<file path="config.mk">
export PLATFORM = sky130hd
export DESIGN_NAME = dmem_arbiter
export DESIGN_NICKNAME = d
export VERILOG_FILES = /design/src/rtl/dmem_arbiter.sv
export SDC_FILE = /design/constraint.sdc
export NUM_CORES = 1
export LEC_CHECK = 0
export CAP_MARGIN = 15
export CORE_AREA = 2 2 106 108
export CTS_CLUSTER_DIAMETER = 120
export DETAILED_ROUTE_END_ITERATION = 10
export DIE_AREA = 0 0 108 110
export PLACE_DENSITY = 0.72
export SYNTH_ARGS = -nofsm -noshare
export SYNTH_HDL_FRONTEND = slang
export SYNTH_SLANG_ARGS = --single-unit
</file>
<file path="constraint.sdc">
create_clock -name clk -period 4.75 [get_ports clk]
set_input_delay 0.7125 -clock clk [delete_from_list [all_inputs] [get_ports clk]]
set_output_delay 0.7125 -clock clk [all_outputs]
set_load 0.01 [all_outputs]
</file>
<file path="src/rtl/dmem_arbiter.sv">
// dmem_arbiter
//   Shares the single Memory150 data request port between the CPU data
//   port and the graphics bypass write port. CPU accesses win by default;
//   a waiting graphics write is forced through after STARVE_LIMIT
//   consecutive CPU grants. The CPU pipeline is stalled until its access
//   completes.
//
//   Ports
//     clk, rst          : clock, synchronous active-low reset
//     cpu_re/cpu_we     : CPU load request / store byte enables (store wins)
//     cpu_addr/cpu_din  : CPU byte address / store data
//     cpu_dout          : registered data of the last completed load
//     cpu_stall         : pipeline stall while a CPU access is outstanding
//     gfx_valid/addr/din/we : graphics write request, held until accepted
//     gfx_ready         : graphics request accepted this cycle
//     mem_req_valid/ready, mem_addr/din/we : memory request handshake
//     mem_rdata/mem_rdata_valid : memory read return
module dmem_arbiter #(
   parameter int unsigned STARVE_LIMIT = 4
) (
   input  logic        clk,
   input  logic        rst,
   input  logic        cpu_re,
   input  logic [3:0]  cpu_we,
   input  logic [31:0] cpu_addr,
   input  logic [31:0] cpu_din,
   output logic [31:0] cpu_dout,
   output logic        cpu_stall,
   input  logic        gfx_valid,
   input  logic [31:0] gfx_addr,
   input  logic [31:0] gfx_din,
   input  logic [3:0]  gfx_we,
   output logic        gfx_ready,
   output logic        mem_req_valid,
   input  logic        mem_req_ready,
   output logic [31:0] mem_addr,
   output logic [31:0] mem_din,
   output logic [3:0]  mem_we,
   input  logic [31:0] mem_rdata,
   input  logic        mem_rdata_valid
);

   localparam int unsigned CNT_W =
      ($clog2(STARVE_LIMIT + 1) > 3) ? $clog2(STARVE_LIMIT + 1) : 3;
   localparam logic [CNT_W-1:0] LIMIT = CNT_W'(STARVE_LIMIT);

   typedef enum logic [2:0] {
      IDLE,
      CPU_ISSUE,
      CPU_RDWAIT,
      CPU_DONE,
      GFX_ISSUE
   } state_t;

   state_t             state_q, state_d;
   logic [CNT_W-1:0]   starve_cnt_q, starve_cnt_d;
   logic [31:0]        cpu_dout_q, cpu_dout_d;

   logic               cpu_store;
   logic               cpu_req;

   assign cpu_store = |cpu_we;
   assign cpu_req   = cpu_re | cpu_store;

   // CPU_DONE is the single cycle in which the pipeline advances.
   assign cpu_stall = cpu_req & (state_q != CPU_DONE);
   assign cpu_dout  = cpu_dout_q;

   always_ff @(posedge clk) begin
      if (!rst) begin
         state_q      <= IDLE;
         starve_cnt_q <= '0;
         cpu_dout_q   <= '0;
      end else begin
         state_q      <= state_d;
         starve_cnt_q <= starve_cnt_d;
         cpu_dout_q   <= cpu_dout_d;
      end
   end

   always_comb begin
      state_d       = state_q;
      starve_cnt_d  = starve_cnt_q;
      cpu_dout_d    = cpu_dout_q;
      mem_req_valid = 1'b0;
      mem_addr      = '0;
      mem_din       = '0;
      mem_we        = '0;
      gfx_ready     = 1'b0;

      case (state_q)
         IDLE: begin
            if (gfx_valid && (starve_cnt_q == LIMIT)) begin
               state_d = GFX_ISSUE;
            end else if (cpu_req) begin
               state_d = CPU_ISSUE;
               // Reaching here with gfx_valid implies the count is below the
               // limit, so the increment already saturates at LIMIT.
               if (gfx_valid) begin
                  starve_cnt_d = starve_cnt_q + CNT_W'(1);
               end
            end else if (gfx_valid) begin
               state_d = GFX_ISSUE;
            end
         end

         CPU_ISSUE: begin
            mem_req_valid = 1'b1;
            mem_addr      = cpu_addr;
            mem_din       = cpu_din;
            // A store takes precedence over a simultaneous load; a pure load
            // presents zero byte enables.
            mem_we        = cpu_we;
            if (mem_req_ready) begin
               state_d = cpu_store ? CPU_DONE : CPU_RDWAIT;
            end
         end

         CPU_RDWAIT: begin
            if (mem_rdata_valid) begin
               cpu_dout_d = mem_rdata;
               state_d    = CPU_DONE;
            end
         end

         CPU_DONE: begin
            state_d = IDLE;
         end

         GFX_ISSUE: begin
            mem_req_valid = 1'b1;
            mem_addr      = gfx_addr;
            mem_din       = gfx_din;
            mem_we        = gfx_we;
            gfx_ready     = mem_req_ready;
            if (mem_req_ready) begin
               state_d      = IDLE;
               starve_cnt_d = '0;
            end
         end

         default: begin
            state_d = IDLE;
         end
      endcase
   end

endmodule

</file>
[After elaboration in Yosys (flattened, before gate mapping)]
Index checks and enable logic that the tools add are counted.
Word-level totals
  flip-flop bits (word level): 38
  bits in latches: 0
  RAM bits: 0
  bits in read-only memories: 0
  input port bits: 174
  output and inout bits: 103
  logic and storage cells: 43
  memories kept: 0
Operators by class
  add/sub/neg operators: 1
  $mul: 0
  divide/modulo/power cells: 0
  order comparisons: 0
  equal/unequal tests: 12
  shift operators: 0
  mux-type cells: 17
  bitwise logic cells: 2
  reductions and logical operators: 8
Operator list (number)
  $pmux 32 s2: 2
  $mux 3: 9
  $ne 2x2->1 const B: 6
  $pmux 3 s4: 1
  $pmux 4 s2: 1
  $eq 3x3->1 const B: 2
  $pmux 3 s2: 1
  $reduce_and 5->1: 1
  $ne 4x4->1 const B: 1
  $reduce_and 4->1: 1
  $reduce_or 4->1: 1
  $add 3x1->3 const B: 1
  $eq 3x1->1 const B: 1
  $eq 3x2->1 const B: 1
  $logic_not 3->1: 1
  $mux 1: 3
  $ne 3x2->1 const B: 1
  $reduce_and 2->1: 1
  $reduce_bool 2->1: 1
  $reduce_or 2->1: 1
  $and 1x1->1: 1
  $logic_and 1x1->1: 1
  $or 1x1->1: 1

[Logic depth before layout (Yosys ltp)]
  depth after elaboration: 5
  depth in mapped cells: 7

[Least setup slack after synthesis]
No wires, ideal clock.
  kind: input to output
  start: input port cpu_we[2]
  end: output port cpu_stall
  arrival time: 1487 ps
  setup slack: 2551 ps
  stages: 3
  path buffers: 0
  cells stage by stage: or4_4 nor2_1 a31oi_1
Between the ends
  longest elaborated chain between the ends: 3
RTL lines
  start: declaration: line 24  | input logic [3:0] cpu_we,
  $reduce_or 4->1: line 62  | assign cpu_store = |cpu_we;
  $or 1x1->1: line 63  | assign cpu_req = cpu_re | cpu_store;
  $and 1x1->1: line 66  | assign cpu_stall = cpu_req & (state_q != CPU_DONE);
  end: declaration: line 28  | output logic cpu_stall,
Every way passes these cells.

[Worst setup path after layout]
  start: register state_q[0]
  end: output port mem_din[6]
Between the ends
  longest elaborated chain between the ends: 2
  elaborated cells on any way between the ends: 3
  those cells by class: 2 x eq/ne; 1 x mux
RTL lines
  start: declaration: line 55  | state_t state_q, state_d;
  start signal: assignment: line 75  | state_q <= state_d;
  $eq 3x3->1 or $eq 3x1->1 (tied branches): line 91  | case (state_q)
  $pmux 32 s2 (*): line 91
  end: declaration: line 37  | output logic [31:0] mem_din,
Every way passes the cells marked *; elsewhere a longest branch is shown, timed or not.

==> results.toml <==
[outcome]
status = "finished, final reports clean"

[hold_path]
hold_class = "flop to flop"
hold_path.startpoint = "cpu_dout[8]"

[critical_path]
cp-end-kind = "output pin"
start_kind = "flop"
r2r-start = "state_q[2]"
worst_ep_arrival_time_ns = 2.88
critPathKind = "flop to output pin"
crit_start = "state_q[0]"
critPathMaxFanout = 49
worstPathRequired_ns = 4.04

[grt]
gr-total-overflow = 0
grt_pass1_vias = 3422
antenna_found_initial = 2
grt_usage_pct = 20.20
grt_max_degree = 54
grt_pass1_wl_um = 18300

[cts]
post_cts_resized = 0
cts_hold_buf = 0
h-tree-depth = 2
cts.sinks = 38
cts_inserted_buffers = 5
clk_pin_slew_ns = 0.07
clk_latency_ns = 0.28
root_buffer = "clkbuf_8"
clockBufferDepth = 2
cts_tree = "built"
post_cts_buffers = 0

[logic_synthesis]
synth_edf_count = 0
synth_cells = 283
yosysSeqAreaShare_pct = 33.48
async_flop_share_pct = 0
syn_area_per_cell_sq_um = 8.029
synth_flop_cell = "dfxtp_1"
synth_seq_cells = 38
netlist.area_leader.share_pct = 33.48
synthesis.nets = 459
synthTopCellsByArea = "dfxtp_1, a22o_1, nand2_1, a21oi_1, clkbuf_1"
synthDistinctLibCells = 35
netlist_area_sq_um = 2272
synth.largest_area_cell = "dfxtp_1"
yosysWarnings = 0

[sta]
worst_pin_slew_ns = 1.111
period_needed_ns = 3.588
slew_violations = 0
final.setup_skew_ns = 0.006806
slew_headroom_pct = 25.95
rsz0062_at_grt = "false"
finalSetupViolations = 0
finalCritPeriodShare_pct = 75.53
clock.fmax_mhz = 278.7
report.final.hold_viol_count = 0
fin_setup_tns_ns = 0

[routing]
via_per_inst = 4.798
ant_nets = 0
post_drt_wl_per_cell_um = 18.46
dr.pass1.iters = 4
drcViolationCount = 0
first_iter_violations = 194
wirelength_um = 12610
vias = 3277

[floorplan]
start_util_pct = 21.24
die_area_sq_um = 11880
rows = 38
pin_count = 277
die_h_um = 110
coreArea_sq_um = 10700
die_w_um = 108

[finish]
drive_gt1_share_pct = 3.142
areaGrowthSynthToFinish_pct = 130.6
layout_commonest_cell = "clkdlybuf4s50_1"
utilization_pct = 48.98
final_cell_mix = "clkdlybuf4s50_1, nand2_1, a22o_1"
final_nets = 716

[placed_design]
port_buffers = 276
dp_hpwl_um = 10210
gpl.final_weighted_congestion = 1.038

[power_and_ir_drop]
power_leakage_nw = 1.860
peakVddDrop_mv = 0.1078
power_density_nw_per_um2 = 207.7

[job]
max-cap-violations = 0
-- area by class of cell --
class,instances,area [sq um]
fillers,1019,5458
clock inverters,1,30.03
well taps,140,175.2
multi-input cells,211,1368
inverters,6,22.52
repair buffers,278,2803
clock buffers,7,76.32
diodes,2,5.005
flip-flops and latches,38,760.7
-- synth_stat cells (2+ instances only) --
cell type,number
a21oi_1,35
a22o_1,68
a22oi_1,2
and2_1,2
buf_2,8
buf_6,2
clkbuf_1,17
dfxtp_1,38
ha_1,2
inv_1,5
nand2_1,69
nor2_1,5
nor3_1,2
nor3b_2,3
o21ai_0,2
o31ai_1,2
or3_1,2
or4_4,2
-- routing by layer --
layer | vias up | GRT usage (%) | routed length, um
met4 | 0 | 7.601 | 435
met5 | - | 0 | 0
met1 | 1526 | 22.17 | 4962
li1 | 1553 | - | -
met2 | 174 | 35.71 | 5989
met3 | 24 | 7.407 | 1224
-- where the power goes --
group,total [W],switching [W],internal (W)
logic,0.000483,0.000178,0.000304
registers,0.000342,0.0000131,0.000329
clock network,0.000264,0.000107,0.000157
total,0.00109,0.000298,0.000790
-- critical path, cell delays in order, from the launching register on --
cell	delay [ns]
dfxtp_1	0.63
nor3b_4	0.82
buf_12	0.31
a22o_1	0.21
clkdlybuf4s50_1	0.60
-- path summary, 6_finish.rpt --
check               endpoint  slack [ns]  depth (start not counted)
max reg2reg  starve_cnt_q[1]        2.14                          5
max               mem_din[6]        1.16                          4
min reg2reg      cpu_dout[8]        0.46                          2
min              cpu_dout[8]        0.46                          2
-- kinds of logic after synthesis --
logic type	share of synthesized area, %
AOI/OAI and AO/OA	39.54
and+or+nand+nor	18.61
DFF	33.48
buffers and inverters	6.883
adders and majority gates	1.101
xor gates and xnor gates	0.3855
-- flip-flops by register name, indices dropped and copies added, names as in the netlist --
| name | cells |
|---|---|
| cpu_dout | 32 |
| starve_cnt_q | 3 |
| state_q | 3 |
-- through the flow --
| stage | power (W) | cells | setup WS [ns] | hold WS, ns | area, sq um |
|---|---|---|---|---|---|
| 3_3_place_gp | 0.0008252 | 673 | 1.547 | 0.4420 | 5129 |
| 6_report | 0.001088 | 683 | 1.162 | 0.4564 | 5240 |
| 4_1_cts | 0.001097 | 681 | 1.181 | 0.4574 | 5235 |
| 3_5_place_dp | 0.0008264 | 673 | 1.514 | 0.4467 | 5129 |
| 5_1_grt | 0.001138 | 683 | 0.9806 | 0.4756 | 5240 |
| 2_1_floorplan | 0.0005135 | 283 | 2.551 | 0.4642 | 2272 |
No activity file was read; power rests on OpenSTA's default activity.
